==> src/rtl/mem_arbiter.sv <==
// rtl/mem_arbiter.sv - round-robin arbiter sharing one DRAM controller port between icache and dcache
module mem_arbiter #(
    parameter int ADDR_WIDTH = 64,
    parameter int DATA_WIDTH = 64
) (
    input  logic                  clk,
    input  logic                  rst,
    input  logic                  i_req,
    input  logic [ADDR_WIDTH-1:0] i_addr,
    input  logic [2:0]            i_rd_ctrl,
    output logic                  i_gnt,
    output logic                  i_ack,
    output logic [DATA_WIDTH-1:0] i_dout,
    input  logic                  d_req,
    input  logic [ADDR_WIDTH-1:0] d_addr,
    input  logic [DATA_WIDTH-1:0] d_din,
    input  logic [2:0]            d_rd_ctrl,
    input  logic [2:0]            d_wr_ctrl,
    output logic                  d_gnt,
    output logic                  d_ack,
    output logic [DATA_WIDTH-1:0] d_dout,
    input  logic [1:0]            dram_state,
    output logic [ADDR_WIDTH-1:0] dram_addr,
    output logic [DATA_WIDTH-1:0] dram_din,
    input  logic [DATA_WIDTH-1:0] dram_dout,
    output logic [2:0]            dram_rd_ctrl,
    output logic [2:0]            dram_wr_ctrl,
    output logic [3:0]            beat_cnt
);

    typedef enum logic [1:0] {
        IDLE    = 2'd0,
        GRANT_I = 2'd1,
        GRANT_D = 2'd2
    } state_t;

    localparam logic OWNER_I = 1'b0;
    localparam logic OWNER_D = 1'b1;

    state_t state;
    logic   last_owner;
    logic   beat_done;

    assign i_gnt     = (state == GRANT_I);
    assign d_gnt     = (state == GRANT_D);
    assign beat_done = (dram_state == 2'b00) && ((dram_rd_ctrl != 3'b000) || (dram_wr_ctrl != 3'b000));

    always_ff @(posedge clk or posedge rst) begin
        if (rst) begin
            state      <= IDLE;
            last_owner <= OWNER_I;
            beat_cnt   <= 4'd0;
        end else begin
            case (state)
                IDLE: begin
                    beat_cnt <= 4'd0;
                    // On a tie the requester that did not own the port last time wins
                    if (i_req && d_req) begin
                        if (last_owner == OWNER_I) begin
                            state      <= GRANT_D;
                            last_owner <= OWNER_D;
                        end else begin
                            state      <= GRANT_I;
                            last_owner <= OWNER_I;
                        end
                    end else if (d_req) begin
                        state      <= GRANT_D;
                        last_owner <= OWNER_D;
                    end else if (i_req) begin
                        state      <= GRANT_I;
                        last_owner <= OWNER_I;
                    end
                end
                GRANT_I: begin
                    if (!i_req) begin
                        state    <= IDLE;
                        beat_cnt <= 4'd0;
                    end else if (i_ack && (beat_cnt != 4'd15)) begin
                        beat_cnt <= beat_cnt + 4'd1;
                    end
                end
                GRANT_D: begin
                    if (!d_req) begin
                        state    <= IDLE;
                        beat_cnt <= 4'd0;
                    end else if (d_ack && (beat_cnt != 4'd15)) begin
                        beat_cnt <= beat_cnt + 4'd1;
                    end
                end
                default: begin
                    state    <= IDLE;
                    beat_cnt <= 4'd0;
                end
            endcase
        end
    end

    // Owner's request is forwarded combinationally so DRAM sees it the cycle gnt rises
    always_comb begin
        dram_addr    = '0;
        dram_din     = '0;
        dram_rd_ctrl = 3'b000;
        dram_wr_ctrl = 3'b000;
        i_dout       = '0;
        d_dout       = '0;
        i_ack        = 1'b0;
        d_ack        = 1'b0;
        case (state)
            GRANT_I: begin
                dram_addr    = i_addr;
                dram_rd_ctrl = i_rd_ctrl;
                i_dout       = dram_dout;
                i_ack        = beat_done;
            end
            GRANT_D: begin
                dram_addr    = d_addr;
                dram_din     = d_din;
                dram_rd_ctrl = d_rd_ctrl;
                dram_wr_ctrl = d_wr_ctrl;
                d_dout       = dram_dout;
                d_ack        = beat_done;
            end
            default: begin
            end
        endcase
    end

endmodule
==> config.mk <==
export PLATFORM = sky130hd
export DESIGN_NAME = mem_arbiter
export DESIGN_NICKNAME = d
export VERILOG_FILES = /design/src/rtl/mem_arbiter.sv
export SDC_FILE = /design/constraint.sdc
export NUM_CORES = 1
export LEC_CHECK = 0
export ABC_AREA = 0
export CAP_MARGIN = 10
export CORE_AREA = 2 2 212 214
export CTS_CLUSTER_SIZE = 40
export DETAILED_ROUTE_END_ITERATION = 6
export DIE_AREA = 0 0 214 216
export PLACE_DENSITY_LB_ADDON = 0.2
export SLEW_MARGIN = 20
export SYNTH_ARGS = -nofsm -noshare
export SYNTH_HDL_FRONTEND = slang
export SYNTH_SLANG_ARGS = --single-unit
==> constraint.sdc <==
create_clock -name clk -period 2.42 [get_ports clk]
set_clock_uncertainty 0.1 [all_clocks]
set_input_delay 0.484 -clock clk [delete_from_list [all_inputs] [get_ports clk]]
set_output_delay 0.484 -clock clk [all_outputs]
set_load 0.05 [all_outputs]
# Word level (Yosys, flattened, before mapping)
# Cells that the tools add are included.
# Widths: inputs -> output; s select.
[totals]
ff_bits = 7
elab_cells = 49
output_inout_bits = 270
inputBits = 271
[classes]
n_eq_ne = 8
n_reduce_logical = 13
mux = 24
n_addsub = 1
[op_table]
columns = ["operator", "n"]
rows = [
  ["$mux 64", 3],
  ["$pmux 64 s2", 1],
  ["$mux 4", 4],
  ["$mux 2", 6],
  ["$reduce_bool 3->1", 3],
  ["$ne 4x4->1 const B", 2],
  ["$pmux 4 s2", 1],
  ["$mux 1", 6],
  ["$ne 3x2->1 const B", 2],
  ["$pmux 2 s3", 1],
  ["$pmux 3 s2", 1],
  ["$add 4x1->4 const B", 1],
  ["$logic_and 1x1->1", 4],
  ["$logic_not 2->1", 2],
  ["$ne 2x2->1 const B", 2],
  ["$reduce_and 2->1", 2],
  ["$mux 3", 1],
  ["$reduce_and 3->1", 1],
  ["$eq 2x1->1 const B", 1],
  ["$eq 2x2->1 const B", 1],
  ["$logic_or 1x1->1", 1],
]

# Logic depth before layout (Yosys ltp)
# Gate-level depths: netlist (run 1).
[logic_depth]
word_depth = 10
ltp_mapped = 8
mapped_depth_nobuf = 7

# Worst setup path before layout (run 1)
# No wires, ideal clock.
[synth_timing]
path_kind = "register to output"
from = "register state[0]"
to = "output port dram_addr[10]"
t_required_ps = 1836
path_buffers = 3
slack_ps = -636
path_stages_with_launch = 8
arrival_time_ps = 2472
cell_sequence = "dfrtp_1 inv_1 ha_1 buf_4 buf_2 buf_1 a22oi_1 nor2b_1"
[synth_between]
elab_chain_len = 2
elab_cells_between_ends = 3
cone_classes = "eq/ne (2); mux (1)"
[synth_rtl]
columns = ["element", "line", "rtl"]
rows = [
  ["from (decl)", "40", "state_t state;"],
  ["from (signal assigned)", "50", "state <= IDLE;"],
  ["from (signal assigned)", "60", "state <= GRANT_D;"],
  ["from (signal assigned)", "63", "state <= GRANT_I;"],
  ["$eq 2x2->1", "--", ""],
  ["via d_gnt", "19", "output logic d_gnt,"],
  ["$pmux 64 s2", "108", "case (state)"],
  ["to (decl)", "23", "output logic [ADDR_WIDTH-1:0] dram_addr,"],
]
# The timed path passes the listed nets, and every way through them passes these cells.

# Worst setup path in the final report (run 1)
[layout_timing]
from = "register state[1]"
to = "output port i_ack"
[layout_between]
elab_chain_len = 6
elab_cells_between_ends = 9
cone_classes = "eq/ne (2); mux (3); reduce/logical (4)"
[layout_rtl]
columns = ["element", "line", "rtl"]
rows = [
  ["$eq 2x2->1 / $eq 2x1->1 (equally long branches)", "108", ""],
  ["$pmux 3 s2 / $mux 3 (equally long branches)", "108", ""],
  ["$reduce_bool 3->1", "46", "assign beat_done = (dram_state == 2'b00) && ((dram_rd_ctrl != 3'b000) || (dram_wr_ctrl != 3'b000));"],
  ["$logic_or 1x1->1", "46", ""],
  ["$logic_and 1x1->1", "46", ""],
  ["$mux 1 *", "108", ""],
  ["to (decl)", "12", "output logic i_ack,"],
]
# Every way passes the cells marked *; elsewhere a longest branch is shown, timed or not.

==> metrics.cfg, run 1 <==
[worst_setup_path]
required_ns = 1.84
end_kind = output port
reg2regPathDepth = 9
path_class = flop to output port
start_kind = flop
arrival_ns = 1.91
critPathMaxFanout = 5

[pwr]
power_switching_uw = 6770
leakagePower_uw = 0.00468
power_frac_comb_pct = 96.6
clockPowerShare_pct = 2.2
pwr_density_cell_nw_per_um2 = 1060
internal_power_uw = 6330
power_switching_share_pct = 51.7
seqPwrFrac_pct = 1.2
irDropWorstVdd_v = 0.000621

[place]
numPortBuffers = 540
hpwl_um = 23200
dpl_worst_slack_ns = -0.130
routabilityCongestion = 0.821
placed_area_um2 = 12100

[floorplanning]
core_um2 = 43800
fp-row-count = 77
die_w_um = 214
die_y_um = 216
ios = 541
initial_core_util_pct = 6.44
die_area_um2 = 46200

[logic_synthesis]
synth_compound_area_share_pct = 23.2
synth_top_family_by_area = simple AND/OR/NAND/NOR gates
synth-seq-area-share_pct = 6.20
synth_top_flop_cell = dfrtp_1
ys_seq_elements = 7
synth_xor_area_share_pct = 0
syn_avg_cell_area_um2 = 6.61
yosysUniqueCellTypes = 31
muxShareOfSynthArea_pct = 0
syn-num-nets = 702
synth_area_um2 = 2820
synthSimpleGateAreaFrac_pct = 61.4
async_reset_ff_share_pct = 100
synthCells = 427
yosys_warnings = 0
synth_fa_ha_area_share_pct = 1.77
synth_edf_count = 0

[route]
finalWirelength_um = 28200
via_per_inst = 3.34
drtPass1Iterations = 6
drtIter0Drc = 180
drc = 0
wire_per_inst_um = 18.3
vias = 5156
ant_nets = 0

[clocking]
cts_buffers = 3
cts_tree = done
clock_latency_ns = 0.23
clk_pin_slew_ns = 0.04
cts_sinks = 7
clock_path_buffers = 2
root_buffer = clkbuf_16
htree_levels = 1
hold_buffers = 0

[timing]
rsz0062_at_grt = yes
maxSlewViolCount = 0
finalHoldViolations = 0
worst_pin_slew_ns = 0.543
holdWs_ns = 0.417
setup_viol = 33
finalCriticalPeriod_ns = 2.49
relSlewSlack_pct = 63.7
min_period_over_period_pct = 103
fmax_ghz = 0.401
setup_ws_ns = -0.0741

[global_routing]
grt_pass1_wl_um = 38300
overflow = 0
grt_antenna_before_repair = 2
grt_max_degree = 115
grt_use_total_pct = 11.0
grt_pass1_vias = 5513

[final_layout]
final_util_pct = 28.3
drive_gt1_share_pct = 45.6
mostFrequentLayoutCells = clkdlybuf4s50_1, buf_12, and2_1
finalInstanceArea_um2 = 12400
final_nets = 1226
syn_to_final_growth_pct = 339
final_common_cell = clkdlybuf4s50_1
antennaDiodeCount = 0

[run_status]
status = finished, violations left
violations = setup timing

[min_path]
worstHoldPathType = input pin to asynchronous set/reset pin

[flow_run]
maxCapViolCount = 0

power groups by stage:
stage	Sequential [uW]	Combinational, uW	Clock [uW]
floorplan	167	6290	0
global placement	162	12400	0
detailed placement	163	12400	0
CTS	162	12600	284
global route	166	13200	291
finish	163	12700	282
worst max-delay path: stages (launching register included):
cell and delay [ns]:
dfrtp_1 0.41, inv_2 0.13, ha_4 0.18, a22o_1 0.18
nand2_2 0.07, a311o_1 0.40, nor2_4 0.16, buf_12 0.14
synth_stat cells, types with 2 or more instances:
master	count	area [um^2]
and2_1	197	1230
a22oi_1	65	488
nor2b_1	64	400
clkbuf_1	35	131
nand2_1	8	30.0
dfrtp_1	7	175
inv_1	7	26.3
buf_1	5	18.8
o21ai_0	5	25.0
ha_1	4	50.1
a22o_1	3	26.3
buf_2	3	15.0
a21oi_1	2	10.0
a311o_1	2	20.0
nand3_1	2	10.0
nand4b_1	2	17.5
nor2_1	2	7.51
timing repair:
| item | CTS | global route |
|---|---|---|
| gates resized for setup | 19 | 3 |
| cloned | 0 | 5 |
| setup buffers | 5 | 0 |
| pin swaps | 6 | 2 |
| setup endpoints to repair | 20 | 185 |
worst paths after layout:
path | slack (ns) | from | end
worst max-delay path | -0.07 | state[1] | i_ack
worst min-delay path | 0.42 | rst | beat_cnt[0]
worst max register to register | 0.35 | state[0] | state[1]
worst min register to register | 0.42 | last_owner | last_owner
max in group asynchronous | 1.56 | rst | state[0]
min in group clk | 0.42 | last_owner | last_owner
through the flow:
step / total power (uW) / setup TNS, ns / instances
final: 13100 / -0.500 / 1542
after global routing: 13600 / -7.16 / 1542
after CTS: 13000 / -1.16 / 1537
after detailed placement: 12600 / -0.247 / 1528
after global placement: 12600 / -0.287 / 1528
after floorplan: 6460 / 0 / 427
per-layer routing:
metal	vias up	global-route usage, %	wire (um)	share of wire, %
li1	2460	-	-	-
met1	2394	11.2	9880	35
met2	291	21.8	15600	55
met3	9	4.06	2680	9.5
met4	2	0.886	111	0.39
met5	-	0	13	0.046
flip-flops by register name (all words and copies together) (netlist names):
register	cells
last_owner	1
beat_cnt	4
state	2
kinds of logic after synthesis:
kind of cell | count (synthesis)
fa+ha+maj | 4
simple gates | 279
flops | 7
buf+inv | 52
compound gates | 85
final cells by class:
| type | instances | area, um^2 |
|---|---|---|
| fill | 4598 | 31400 |
| timing repair buffer | 564 | 8400 |
| multi-input combinational | 368 | 2970 |
| tap | 592 | 741 |
| sequential | 7 | 175 |
| clock buffer | 4 | 78.8 |
| inverter | 7 | 26.3 |
(Power assumes the default switching activity.)
==> run 2, diff against run 1 <==
--- a/config.mk
+++ b/config.mk
@@ -7,10 +7,12 @@
 export LEC_CHECK = 0
 export ABC_AREA = 0
 export CAP_MARGIN = 10
-export CORE_AREA = 2 2 212 214
+export CORE_AREA = 2 2 207 209
 export CTS_CLUSTER_SIZE = 40
 export DETAILED_ROUTE_END_ITERATION = 6
-export DIE_AREA = 0 0 214 216
+export DIE_AREA = 0 0 209 211
+export DONT_BUFFER_PORTS = 1
+export GPL_TIMING_DRIVEN = 1
 export PLACE_DENSITY_LB_ADDON = 0.2
 export SLEW_MARGIN = 20
 export SYNTH_ARGS = -nofsm -noshare
==> metrics.cfg, run 2 (synthesis results as in run 1) <==
[clocking]
cts_buffers = 3  ; unchanged
htree_levels = 1  ; unchanged
cts_sinks = 7  ; unchanged
clock_latency_ns = 0.23  ; about the same
clock_path_buffers = 2  ; unchanged
clk_pin_slew_ns = 0.04  ; about the same
root_buffer = clkbuf_16
cts_tree = done

[worst_setup_path]
reg2regPathDepth = 9  ; unchanged
r2r-end = beat_cnt[0]
slowest_stage = a311o_1
arrival_ns = 1.94  ; +0.03 ns
crit_cells = 7  ; unchanged
start_kind = flop
crit_family = compound AO/OA/AOI/OAI gates
cpPeakStageDelay_ns = 0.43  ; +0.02 ns
path_class = flop to output port
r2r_start = state[1]
required_ns = 1.84  ; about the same
critPathMaxFanout = 6  ; +1
critPathBufInv = 2  ; unchanged
ff2ff_setup_slack_ns = 0.37  ; +0.02 ns
crit_chain = inv_2 > ha_4 > a22o_1 > nand2_2 > a311o_1 > nor2_4 > buf_12
end_kind = output port

[timing]
finalHoldViolations = 0  ; unchanged
maxSlewViolCount = 0  ; unchanged
rsz0062_at_grt = yes
holdWs_ns = 0.260  ; -0.157 ns
setup_ws_ns = -0.0996  ; -0.0255 ns
worst_pin_slew_ns = 0.499  ; -0.0440 ns
relSlewSlack_pct = 66.7  ; +3.0 points
finalCriticalPeriod_ns = 2.52  ; +0.0255 ns
setup_viol = 22  ; -33%
fmax_ghz = 0.397  ; -1.0%
min_period_over_period_pct = 104  ; +1.1 points

[final_layout]
largest_reg_flops = 4  ; unchanged
final_common_cell = buf_12
antennaDiodeCount = 0  ; unchanged
drive_gt1_share_pct = 77.3  ; +32 points
mostFrequentLayoutCells = buf_12, and2_4, and2_1
final_nets = 927  ; -24%
regMostFlops = beat_cnt
nFillCells = 4452  ; -3.2%
largest_registers = beat_cnt x4, state x2, last_owner x1
final_util_pct = 22.3  ; -6.0 points
syn_to_final_growth_pct = 230

[place]
numPortBuffers = 0  ; -100%
routabilityCongestion = 0.799  ; -2.7%
hpwl_um = 18600  ; -20%

[global_routing]
grt_antenna_before_repair = 1  ; -1
grt_pass1_vias = 4223  ; -23%
grt_use_total_pct = 9.11  ; -1.8 points
grt_max_degree = 53  ; -54%
overflow = 0  ; unchanged
grt_pass1_wl_um = 29700  ; -23%

[floorplanning]
ios = 541  ; unchanged
fp-row-count = 75  ; -2.6%
initial_core_util_pct = 6.76  ; +0.32 points
die_y_um = 211  ; -2.3%
die_area_um2 = 44100  ; -4.6%
core_um2 = 41800  ; -4.7%
die_w_um = 209  ; -2.3%

[run_status]
status = finished, violations left
violations = setup timing

[min_path]
min_to = last_owner
worstHoldPathType = input pin to flop
hold_depth = 1
min_from = i_req

[route]
drtPass1Iterations = 4  ; -2
ant_nets = 0  ; unchanged
via_per_inst = 3.48  ; +4.0%
wire_per_inst_um = 20.1  ; +9.5%
drc = 0  ; unchanged
finalWirelength_um = 23900  ; -15%
vias = 4137  ; -20%
drtIter0Drc = 141  ; -22%

[pwr]
leakagePower_uw = 0.00355  ; -24%
irDropWorstVdd_v = 0.000504  ; -19%
pwr_density_cell_nw_per_um2 = 1380  ; +30%

[flow_run]
maxCapViolCount = 0  ; unchanged

[run 2: cell type report]
class                      instances  area (um^2)  area share (%)
clock buffer                       4         78.8           0.847
inverter                           7         26.3           0.282
multi-input combinational        368         3260            35.0
sequential                         7          175            1.88
tap                              539          674            7.25
timing repair buffer             265         5090            54.7
[run 2: how the worst max path moves through the flow]
stage | startpoint | to | slack (ns)
6_report | state[0] | i_ack | -0.1
3_5_place_dp | state[1] | d_ack | 0.03
3_3_place_gp | state[1] | d_ack | 0.08
5_1_grt | state[0] | d_ack | -0.20
4_1_cts | state[0] | d_ack | -0.14
2_1_floorplan | state[0] | d_ack | 0.01
[run 2: routing by layer]
metal	vias to the layer above	track usage, %	wire length (um)
li1	1867	-	-
met1	1941	10.0	8760
met2	310	17.9	13000
met3	19	1.98	1720
met4	0	1.70	400
met5	-	0	0
[run 2: worst reg2reg max path: stages (launching register included)]
cell     delay, ns
dfrtp_1       0.39
inv_2         0.12
ha_4          0.20
buf_12        0.20
buf_12        0.13
buf_16        0.20
nand2_1       0.08
o21ai_1       0.27
nand2_1       0.09
o21ai_0       0.18
[run 2: report_power, final]
part / internal (uW) / switching (uW) / leakage [uW]
clock network: 220 / 67.1 / 0.0000382
registers: 141 / 23.8 / 0.0000928
logic: 5740 / 6630 / 0.00342
[run 2: metrics by stage]
step | worst slack [ns] | cells | power [uW] | TNS [ns] | area [um^2]
3_5_place_dp | 0.0347 | 1158 | 11200 | 0 | 8330
5_1_grt | -0.196 | 1190 | 13300 | -8.35 | 9310
3_3_place_gp | 0.0792 | 1158 | 11200 | 0 | 8330
4_1_cts | -0.140 | 1169 | 12000 | -1.84 | 8670
6_report | -0.0996 | 1190 | 12800 | -0.984 | 9310
2_1_floorplan | 0.0142 | 427 | 6460 | 0 | 3300
[run 2: what timing repair did]
| action | 4_1_cts | 5_1_grt |
|---|---|---|
| resized for setup | 22 | 120 |
| cloned | 4 | 9 |
| buffers inserted | 2 | 12 |
| setup endpoints to repair | 40 | 210 |
| hold buffers | 1 | 0 |
| endpoints found under the hold margin | 7 | 0 |
| pin swaps | 4 | 27 |
